==> config.mk <==
export PLATFORM = sky130hd
export DESIGN_NAME = cprv_dmem_arbiter_flat
export DESIGN_NICKNAME = d
export VERILOG_FILES = /design/src/rtl/cprv_pkg.sv /design/src/rtl/cprv_dmem_arbiter_if.sv /design/src/rtl/cprv_arb_pick.sv /design/src/rtl/cprv_dmem_arbiter.sv /design/src/flat_wrapper.sv
export SDC_FILE = /design/constraint.sdc
export NUM_CORES = 1
export LEC_CHECK = 0
export ABC_CLOCK_PERIOD_IN_PS = 2900
export CELL_PAD_IN_SITES_DETAIL_PLACEMENT = 1
export CELL_PAD_IN_SITES_GLOBAL_PLACEMENT = 1
export CORE_AREA = 3 3 206 208
export CTS_BUF_LIST = sky130_fd_sc_hd__clkbuf_16
export CTS_CLUSTER_DIAMETER = 60
export DETAILED_ROUTE_END_ITERATION = 8
export DIE_AREA = 0 0 209 211
export GPL_TIMING_DRIVEN = 0
export HOLD_SLACK_MARGIN = 0.03
export PLACE_DENSITY_LB_ADDON = 0.1
export SYNTH_ARGS = -nofsm -noshare
export SYNTH_HDL_FRONTEND = slang
export SYNTH_SLANG_ARGS = --single-unit
==> constraint.sdc <==
create_clock -name clk -period 2.9 [get_ports clk]
set_input_delay 0.58 -clock clk [delete_from_list [all_inputs] [get_ports clk]]
set_output_delay 0.58 -clock clk [all_outputs]
set_load 0.01 [all_outputs]
==> src/rtl/cprv_pkg.sv <==
// Shared pipeline package: dmem arbiter FSM states, picker width and the load/store encodings.
package cprv_pkg;

    typedef enum logic [1:0] {
        IDLE,
        ISSUE,
        RESP
    } dmem_arb_state_t;

    // Number of ports the 2-way picker serves.
    localparam int unsigned ARB_PORTS = 2;

    // Store-enable encoding used on every dmem request channel.
    localparam logic OP_LOAD  = 1'b0;
    localparam logic OP_STORE = 1'b1;

endpackage

==> src/rtl/cprv_dmem_arbiter_if.sv <==
// Bus bundle around the dmem arbiter: requester-side channels plus the dmem-side channels.
// The slave modport is the arbiter's view; master is the view of the requesters and the dmem.
interface cprv_dmem_arbiter_if #(
    parameter int unsigned DATA_WIDTH = 64,
    parameter int unsigned NUM_REQ    = 2
);

    // Requester side
    logic [NUM_REQ-1:0]                 valid_req_i;
    logic [NUM_REQ-1:0]                 ready_req_o;
    logic [NUM_REQ-1:0][DATA_WIDTH-1:0] addr_req_i;
    logic [NUM_REQ-1:0][DATA_WIDTH-1:0] wdata_req_i;
    logic [NUM_REQ-1:0]                 w_en_req_i;
    logic [NUM_REQ-1:0]                 valid_rsp_o;
    logic [NUM_REQ-1:0]                 ready_rsp_i;
    logic [DATA_WIDTH-1:0]              rdata_rsp_o;

    // dmem side
    logic                               valid_dmem_o;
    logic                               ready_dmem_i;
    logic [DATA_WIDTH-1:0]              addr_dmem_o;
    logic [DATA_WIDTH-1:0]              wdata_dmem_o;
    logic                               w_en_dmem_o;
    logic                               valid_dmem_rsp_i;
    logic                               ready_dmem_rsp_o;
    logic [DATA_WIDTH-1:0]              rdata_dmem_i;

    modport slave (
        input  valid_req_i, addr_req_i, wdata_req_i, w_en_req_i, ready_rsp_i,
        output ready_req_o, valid_rsp_o, rdata_rsp_o,
        input  ready_dmem_i, valid_dmem_rsp_i, rdata_dmem_i,
        output valid_dmem_o, addr_dmem_o, wdata_dmem_o, w_en_dmem_o, ready_dmem_rsp_o
    );

    modport master (
        output valid_req_i, addr_req_i, wdata_req_i, w_en_req_i, ready_rsp_i,
        input  ready_req_o, valid_rsp_o, rdata_rsp_o,
        output ready_dmem_i, valid_dmem_rsp_i, rdata_dmem_i,
        input  valid_dmem_o, addr_dmem_o, wdata_dmem_o, w_en_dmem_o, ready_dmem_rsp_o
    );

endinterface

==> src/rtl/cprv_arb_pick.sv <==
// Combinational 2-way request picker.
// CPRV_DMEM_ARB_RR_EN defined: on contention the port equal to rr_ptr_i wins.
// Undefined: fixed priority, port 0 highest, and there is no rr_ptr_i port.
module cprv_arb_pick
    import cprv_pkg::*;
(
    input  logic [ARB_PORTS-1:0] valid_i,
`ifdef CPRV_DMEM_ARB_RR_EN
    input  logic                 rr_ptr_i,
`endif
    output logic [ARB_PORTS-1:0] gnt_o,
    output logic                 gnt_idx_o
);

    // Select the winning index, then expand to one-hot only when something is valid.
    always_comb begin
        gnt_idx_o = 1'b0;
        gnt_o     = '0;
`ifdef CPRV_DMEM_ARB_RR_EN
        if (valid_i == 2'b11) begin
            gnt_idx_o = rr_ptr_i;
        end else if (valid_i[1]) begin
            gnt_idx_o = 1'b1;
        end
`else
        if (!valid_i[0] && valid_i[1]) begin
            gnt_idx_o = 1'b1;
        end
`endif
        if (|valid_i) begin
            gnt_o[gnt_idx_o] = 1'b1;
        end
    end

endmodule

==> src/rtl/cprv_dmem_arbiter.sv <==
// Shares one dmem port between the mem stage (port 0) and a secondary master (port 1).
// One transaction in flight at a time: IDLE accepts, ISSUE drives dmem, RESP returns data.
// Optional round-robin arbitration is enabled with CPRV_DMEM_ARB_RR_EN.
module cprv_dmem_arbiter
    import cprv_pkg::*;
#(
    parameter int unsigned DATA_WIDTH = 64,
    parameter int unsigned NUM_REQ    = 2
) (
    input  logic                    clk,
    input  logic                    rst,
    cprv_dmem_arbiter_if.slave      bus
);

    dmem_arb_state_t       state_q, state_d;
    logic                  grant_q, grant_d;
    logic                  valid_dmem_q, valid_dmem_d;
    logic                  w_en_q, w_en_d;
    logic [DATA_WIDTH-1:0] addr_q, addr_d;
    logic [DATA_WIDTH-1:0] wdata_q, wdata_d;

    logic [NUM_REQ-1:0]    pick_gnt;
    logic                  pick_idx;

`ifdef CPRV_DMEM_ARB_RR_EN
    logic                  rr_ptr_q, rr_ptr_d;
`endif

    cprv_arb_pick u_pick (
        .valid_i   (bus.valid_req_i),
`ifdef CPRV_DMEM_ARB_RR_EN
        .rr_ptr_i  (rr_ptr_q),
`endif
        .gnt_o     (pick_gnt),
        .gnt_idx_o (pick_idx)
    );

    // Next-state logic plus the combinational handshake outputs.
    always_comb begin
        state_d      = state_q;
        grant_d      = grant_q;
        valid_dmem_d = valid_dmem_q;
        w_en_d       = w_en_q;
        addr_d       = addr_q;
        wdata_d      = wdata_q;
`ifdef CPRV_DMEM_ARB_RR_EN
        rr_ptr_d     = rr_ptr_q;
`endif
        bus.ready_req_o      = '0;
        bus.valid_rsp_o      = '0;
        bus.ready_dmem_rsp_o = 1'b0;

        unique case (state_q)
            IDLE: begin
                if (|bus.valid_req_i) begin
                    bus.ready_req_o = pick_gnt;
                    // Payload is captured only here; later requester changes are ignored.
                    addr_d       = bus.addr_req_i[pick_idx];
                    wdata_d      = bus.wdata_req_i[pick_idx];
                    w_en_d       = bus.w_en_req_i[pick_idx];
                    valid_dmem_d = 1'b1;
                    grant_d      = pick_idx;
                    state_d      = ISSUE;
                end
            end
            ISSUE: begin
                if (valid_dmem_q && bus.ready_dmem_i) begin
                    valid_dmem_d = 1'b0;
                    state_d      = RESP;
                end
            end
            RESP: begin
                bus.valid_rsp_o[grant_q] = bus.valid_dmem_rsp_i;
                bus.ready_dmem_rsp_o     = bus.ready_rsp_i[grant_q];
                if (bus.valid_dmem_rsp_i && bus.ready_rsp_i[grant_q]) begin
`ifdef CPRV_DMEM_ARB_RR_EN
                    rr_ptr_d = ~grant_q;
`endif
                    state_d  = IDLE;
                end
            end
            default: begin
                state_d = IDLE;
            end
        endcase

        // Keep every handshake output quiet while reset is asserted.
        if (rst) begin
            bus.ready_req_o      = '0;
            bus.valid_rsp_o      = '0;
            bus.ready_dmem_rsp_o = 1'b0;
        end
    end

    // State and registered dmem request outputs, synchronous reset.
    always_ff @(posedge clk) begin
        if (rst) begin
            state_q      <= IDLE;
            grant_q      <= 1'b0;
            valid_dmem_q <= 1'b0;
            w_en_q       <= OP_LOAD;
            addr_q       <= '0;
            wdata_q      <= '0;
`ifdef CPRV_DMEM_ARB_RR_EN
            rr_ptr_q     <= 1'b0;
`endif
        end else begin
            state_q      <= state_d;
            grant_q      <= grant_d;
            valid_dmem_q <= valid_dmem_d;
            w_en_q       <= w_en_d;
            addr_q       <= addr_d;
            wdata_q      <= wdata_d;
`ifdef CPRV_DMEM_ARB_RR_EN
            rr_ptr_q     <= rr_ptr_d;
`endif
        end
    end

    assign bus.valid_dmem_o = valid_dmem_q;
    assign bus.addr_dmem_o  = addr_q;
    assign bus.wdata_dmem_o = wdata_q;
    assign bus.w_en_dmem_o  = w_en_q;
    // Read data is broadcast; only the granted port sees valid_rsp_o.
    assign bus.rdata_rsp_o  = bus.rdata_dmem_i;

endmodule

==> src/flat_wrapper.sv <==
// flat-port wrapper written by rule: the top's interface ports become plain ports
module cprv_dmem_arbiter_flat import cprv_pkg::*;
#(
    parameter int unsigned DATA_WIDTH = 64,
    parameter int unsigned NUM_REQ    = 2
)
  (clk, rst, bus_valid_req_i, bus_addr_req_i, bus_wdata_req_i, bus_w_en_req_i, bus_ready_rsp_i, bus_ready_req_o, bus_valid_rsp_o, bus_rdata_rsp_o, bus_ready_dmem_i, bus_valid_dmem_rsp_i, bus_rdata_dmem_i, bus_valid_dmem_o, bus_addr_dmem_o, bus_wdata_dmem_o, bus_w_en_dmem_o, bus_ready_dmem_rsp_o);
  cprv_dmem_arbiter_if #(.DATA_WIDTH(DATA_WIDTH), .NUM_REQ(NUM_REQ)) bus_i ();
  input  logic clk;
  input  logic rst;
  input wire logic [$bits(bus_i.valid_req_i)-1:0] bus_valid_req_i;
  input wire logic [$bits(bus_i.addr_req_i)-1:0] bus_addr_req_i;
  input wire logic [$bits(bus_i.wdata_req_i)-1:0] bus_wdata_req_i;
  input wire logic [$bits(bus_i.w_en_req_i)-1:0] bus_w_en_req_i;
  input wire logic [$bits(bus_i.ready_rsp_i)-1:0] bus_ready_rsp_i;
  output wire logic [$bits(bus_i.ready_req_o)-1:0] bus_ready_req_o;
  output wire logic [$bits(bus_i.valid_rsp_o)-1:0] bus_valid_rsp_o;
  output wire logic [$bits(bus_i.rdata_rsp_o)-1:0] bus_rdata_rsp_o;
  input wire logic [$bits(bus_i.ready_dmem_i)-1:0] bus_ready_dmem_i;
  input wire logic [$bits(bus_i.valid_dmem_rsp_i)-1:0] bus_valid_dmem_rsp_i;
  input wire logic [$bits(bus_i.rdata_dmem_i)-1:0] bus_rdata_dmem_i;
  output wire logic [$bits(bus_i.valid_dmem_o)-1:0] bus_valid_dmem_o;
  output wire logic [$bits(bus_i.addr_dmem_o)-1:0] bus_addr_dmem_o;
  output wire logic [$bits(bus_i.wdata_dmem_o)-1:0] bus_wdata_dmem_o;
  output wire logic [$bits(bus_i.w_en_dmem_o)-1:0] bus_w_en_dmem_o;
  output wire logic [$bits(bus_i.ready_dmem_rsp_o)-1:0] bus_ready_dmem_rsp_o;
  assign bus_i.valid_req_i = bus_valid_req_i;
  assign bus_i.addr_req_i = bus_addr_req_i;
  assign bus_i.wdata_req_i = bus_wdata_req_i;
  assign bus_i.w_en_req_i = bus_w_en_req_i;
  assign bus_i.ready_rsp_i = bus_ready_rsp_i;
  assign bus_ready_req_o = bus_i.ready_req_o;
  assign bus_valid_rsp_o = bus_i.valid_rsp_o;
  assign bus_rdata_rsp_o = bus_i.rdata_rsp_o;
  assign bus_i.ready_dmem_i = bus_ready_dmem_i;
  assign bus_i.valid_dmem_rsp_i = bus_valid_dmem_rsp_i;
  assign bus_i.rdata_dmem_i = bus_rdata_dmem_i;
  assign bus_valid_dmem_o = bus_i.valid_dmem_o;
  assign bus_addr_dmem_o = bus_i.addr_dmem_o;
  assign bus_wdata_dmem_o = bus_i.wdata_dmem_o;
  assign bus_w_en_dmem_o = bus_i.w_en_dmem_o;
  assign bus_ready_dmem_rsp_o = bus_i.ready_dmem_rsp_o;
  cprv_dmem_arbiter #(.DATA_WIDTH(DATA_WIDTH), .NUM_REQ(NUM_REQ)) u_core (.clk(clk), .rst(rst), .bus(bus_i));
endmodule
Yosys cells after proc, flatten, opt, wreduce, memory -nomap -nowiden
Index checks and enable logic that the tools add are counted.
{ "word_totals": {"regBits": 133, "ram_bits": 0, "memories": 0, "latchBits": 0, "rom_bits": 0, "wordCells": 55, "inputBits": 330} }
{ "op_classes": {"n_addsub": 0, "muxes": 27, "bitwise": 1, "n_mul": 0, "n_reduce_logical": 12, "magnitude_cmp": 4, "div_mod_pow": 0, "n_shift": 0, "n_eq_ne": 5} }
{ "ops": {"columns": ["cell", "n"], "rows": [
  ["64-bit two-way mux", 4],
  ["2-bit two-way mux", 8],
  ["1-bit two-way mux", 11],
  ["2-bit by 1-bit != test with 1-bit output, second input constant", 3],
  ["2-bit one-hot mux with 3 select lines", 1],
  ["3-bit AND reduction", 2],
  ["1-bit logical AND", 5],
  ["1-bit by 2-bit < comparator with 1-bit output, second input constant", 2],
  ["2-bit AND", 1],
  ["1-bit demux with 1-bit select", 2],
  ["2-bit by 1-bit equality test with 1-bit output, second input constant", 1],
  ["2-bit equality test, second input constant", 1],
  ["1-bit >= comparator, second input constant", 2],
  ["2-bit zero test", 1],
  ["1-bit one-hot mux with 2 select lines", 1],
  ["2-bit AND reduction", 1],
  ["2-bit nonzero test", 1],
  ["2-bit OR reduction", 1],
  ["1-bit zero test", 1]
]} }

Logic depth before layout (Yosys ltp)
{ "logic_depth": {"ltp_word": 10, "mapped_depth": 6, "mapped_depth_nobuf": 3} }

Cells and area by module
From an unflattened synthesis, not the netlist that was laid out.
{ "hier_totals": {"hier_cells": 686, "area_unflattened_um2": 7175.6} }
{ "modules_own_cells": {"columns": ["mod", "cells_each", "n_inst", "area_per_inst_um2", "seq_area_each_um2"], "rows": [
  ["cprv_dmem_arbiter", 683, 1, 7158.1, 2662.6],
  ["cprv_arb_pick", 3, 1, 17.5, 0.0]
]} }

Least setup slack after synthesis
No wires, ideal clock.
{ "synth_path": {"path_type": "in2out", "from": "input rst", "to": "output bus_ready_req_o[0]", "n_path_buf": 2, "cell_stages": 3, "path_slack_ps": 988, "arrival_ps": 1332, "cell_sequence": "buf_2 buf_2 nor4b_1"} }
{ "synth_between": {"elab_chain_len": 1} }
{ "synth_rtl": {"columns": ["element", "line", "text"], "rows": [
  ["from (decl)", "flat_wrapper.sv:10", "input logic rst;"],
  ["2-bit two-way mux", "cprv_dmem_arbiter.sv:88", "if (rst) begin"],
  ["to (decl)", "flat_wrapper.sv:16", "output wire logic [$bits(bus_i.ready_req_o)-1:0] bus_ready_req_o;"]
]} }
Every way passes these cells.

Final worst setup path
{ "layout_path": {"from": "input rst", "to": "output bus_valid_rsp_o[1]"} }
{ "layout_between": {"elab_chain_len": 1} }
{ "layout_rtl": {"columns": ["element", "line", "text"], "rows": [
  ["2-bit two-way mux", "cprv_dmem_arbiter.sv:88", null],
  ["to (decl)", "flat_wrapper.sv:17", "output wire logic [$bits(bus_i.valid_rsp_o)-1:0] bus_valid_rsp_o;"]
]} }
Every way passes these cells.

==> impl_summary.txt <==
----------------------------------------------------
[GRT]
  Global-route wire length before repair ... roughly 55 mm
  Number of antenna violations at the first check in global routing ... 14
  Global router's overall resource usage ... roughly 17%
  Met3 track demand over resource in global routing ... under 10%
  Met1 Usage GRT ... about a fifth
  Maximum number of pins on one net before global-route repair ... 17
  Vias in the first global route ... between 8,000 and 9,000
  Global-route track usage on met2 ... between 20% and 30%
  GRT Residual Overflow ... 0
  Global route hottest layer ... met2

[Power]
  Power density over the cells ... a little under 500 nW/um2
  Leakage ... 4.74 nW
  Worst-case vdd ir drop ... a little under 0.0003 V

[Layout]
  Number of fillers in the final layout ... 4,793
  Highest-count cells in the layout ignoring fill and taps ... sky130_fd_sc_hd__clkdlybuf4s50_1, sky130_fd_sc_hd__nand2_1, sky130_fd_sc_hd__dfxtp_1
  Most common cell after layout, fill and taps aside ... sky130_fd_sc_hd__clkdlybuf4s50_1
  Final net count ... roughly 1,600
  Layout Cell Area excl Fill ... roughly 13,000 um2
  Synth-to-Final Area Change ... 82.0%
  Ratio of cells with drive above 1 in the final layout ... about 17%

[Timing]
  Worst clock skew ... between 0.004 and 0.005 ns
  Setup repair after global routing missed its margin ... false
  Fin. max-slew vios ... 0
  Final worst path period share ... a little over nine tenths
  Post-route setup TNS ... 0 ns
  Worst relative slew slack ... approximately two fifths
  Shortest clock period the worst path allows after layout ... between 2 and 3 ns
  Setup violations, final ... 0
  Tightest Pin Transition ... approximately 0.87 ns
  Least setup slack across all paths after layout ... around 0.18 ns
  Final hold vios ... 0
  Fmax ... between 300 and 400 MHz

[Synth]
  Share of flip-flops with an asynchronous set or reset after synthesis ... 0%
  Dominant combinational cell family by area after synthesis ... compound AO/OA/AOI/OAI gates
  #FFs+latches synth ... ~130
  Post-synth EDFFs ... 0
  Post-synth cell types ... 25
  Syn avg cell area ... around 8.6 um2
  Fraction of synthesized area in multiplexers ... 0.140%
  Post-synth net total ... ~1,200
  Post-synthesis share of cell area spent on full adders, half adders and majority gates ... 0%
  Post-Synthesis Cells ... roughly 830
  Area share of xor/xnor cells in the synthesized design ... 0%
  Post-synthesis cell area ... 7130 um2
  Register area share after synthesis ... 37.3%
  Yosys Warn Count ... 0
  Area share of and/or/nand/nor cells after synthesis ... between 15 and 20%
  Synthesized-area fraction occupied by ao, oa, aoi and oai cells ... ~34%
  Commonest register cell after synthesis ... sky130_fd_sc_hd__dfxtp_1

[Clocking]
  Inserted Clock Buffers ... 17
  Quantity of hold-fixing buffers added after cts ... 0
  Latest clock arrival within the worst-skew pair ... 0.43 ns
  Level count of the clock H-tree ... 4
  Number of sinks on the clock net ... about 130
  Root Driver ... sky130_fd_sc_hd__clkbuf_16
  CTS tree ... built
  Clock input transition at the sequential cells of the worst setup and hold paths ... ~0.060 ns
  Longest Clk Path Bufs ... 2

[Worst setup path]
  Highest cell delay on the worst timing path ... 0.63 ns
  Buffers and inverters on the worst path ... 3
  Max stage delay cell, worst path ... sky130_fd_sc_hd__clkdlybuf4s50_1
  Data arrival time of the critical path ... 2.14 ns
  Worst Setup Path Type ... in2out
  Top delay family on crit path ... buffers and inverters
  Highest fanout seen on the critical path ... 10
  Critical Path Sink Type ... output pin
  Chain of cells forming the critical path ... buf_2, buf_2, nor2_1, nand3_1, nor2_1, clkdlybuf4s50_1
  Kind of start point of the critical path ... primary input
  Data required time at the worst endpoint ... 2.32 ns
  Path length in cells of the critical path ... 6
  Number of cells on the worst reg-to-reg path ... 5

[Routing]
  WL final ... 38.5 mm
  Post-route antenna net violation count ... 0
  First drt pass iteration count ... 6
  Count of unresolved DRC violations after routing ... 0
  Vias after detailed routing ... 7,991
  Detailed router's first-iteration violation count ... 279
  Detail-routed via count per cell ... roughly 4.3
  Average wire per standard cell ... roughly 21 um

[Placed design]
  Pre-CTS worst setup slack ... -0.114 ns
  Post-Place Cell Area ... around 12,000 um2
  Weighted congestion reported at the end of routability-driven placement ... between 0.7 and 0.8
  Half-perimeter wire length of the detailed placement result ... 29.6 mm
  Port Buffer Count ... 463

[Floorplan]
  Vertical die dimension ... 211 um
  Top Ports ... approximately 530
  Die width ... 209 um
  Site row count ... 74
  Core box area ... between 40,000 and 50,000 um2
  Effective utilization at floorplan ... between 15 and 20%
  DIE AREA ... between 40,000 and 50,000 um2

[Worst hold path]
  Type of the worst min-delay path ... reg2reg
  Number of cells on the worst hold path ... 2

[Run]
  Max cap viols ... 0

[Status]
  Result of the run ... finished clean

----------------------------------------------------
registers in the layout, summed over array words and instances, names as in the netlist:
signal                   count
u_core.bus.valid_dmem_o      1
u_core.bus.addr_dmem_o      64
u_core.bus.w_en_dmem_o       1
u_core.grant_q               1
u_core.state_q               2
u_core.bus.wdata_dmem_o     64
power breakdown:
part	leakage (nW)	switching (W)	internal [W]
Clock	0.276	0.000861	0.00122
Combinational	3.36	0.000984	0.00116
Sequential	1.11	0.000118	0.00205
path summary, 6_finish.rpt:
check,start,end,slack [ns]
worst max-delay path,rst,bus_valid_rsp_o[1],0.18
worst min-delay path,u_core.bus.wdata_dmem_o[6],u_core.bus.wdata_dmem_o[6],0.52
worst max register to register,u_core.state_q[1],u_core.bus.wdata_dmem_o[12],0.82
worst min register to register,u_core.bus.wdata_dmem_o[6],u_core.bus.wdata_dmem_o[6],0.52
Yosys cell counts (2+ instances only):
library cell	n	area, um2
sky130_fd_sc_hd__buf_6	13	146
sky130_fd_sc_hd__buf_4	66	495
sky130_fd_sc_hd__nor2_1	5	18.8
sky130_fd_sc_hd__nor2b_1	3	18.8
sky130_fd_sc_hd__a311oi_1	29	254
sky130_fd_sc_hd__a311oi_2	100	1500
sky130_fd_sc_hd__clkbuf_1	47	176
sky130_fd_sc_hd__nand2_1	260	976
sky130_fd_sc_hd__inv_1	2	7.51
sky130_fd_sc_hd__a21oi_1	131	656
sky130_fd_sc_hd__nand3_1	2	10.0
sky130_fd_sc_hd__dfxtp_1	133	2660
sky130_fd_sc_hd__buf_2	24	120
stage by stage:
stage | util, % | std cells | total power (W) | hold slack, ns
finish | 31.9 | 1860 | 0.00639 | 0.517
global route | 31.8 | 1856 | 0.00674 | 0.537
CTS | 31.8 | 1851 | 0.00653 | 0.523
detailed placement | 30.5 | 1822 | 0.00439 | 0.516
global placement | 30.5 | 1822 | 0.00438 | 0.504
floorplan | - | 827 | 0.00317 | 0.530
layout make-up:
class	instances	area, um2	share of cell area (%)
diodes	9	22.5	0.173
plain buffers	150	940	7.24
clock buffers	17	425	3.28
clock inverters	12	101	0.781
inverters	2	7.51	0.0578
multi-input cells	542	3520	27.1
flip-flops and latches	133	2660	20.5
well taps	532	666	5.13
repair buffers	463	4630	35.7
kinds of logic after synthesis:
| family | Yosys count |
|---|---|
| buffers and inverters | 152 |
| AOI/OAI and AO/OA | 264 |
| and+or+nand+nor | 277 |
| DFF | 133 |
| muxes | 1 |
worst min-delay path, stage by stage (launching register included):
cell                       delay (ns)
sky130_fd_sc_hd__dfxtp_1         0.31
sky130_fd_sc_hd__a21oi_1         0.11
sky130_fd_sc_hd__a311oi_1        0.05
metal layers:
| metal | vias to the layer above | wire, um |
|---|---|---|
| met2 | 286 | 19500 |
| met4 | 12 | 686 |
| met1 | 3786 | 15000 |
| li1 | 3867 | - |
| met3 | 40 | 3130 |
| met5 | - | 79 |
what timing repair did:
action / 4_1_cts / 5_1_grt
buffers inserted: 0 / 0
setup endpoints to repair: 1 / 0
resized for setup: 2 / 0
No activity file was read; power rests on OpenSTA's default activity.
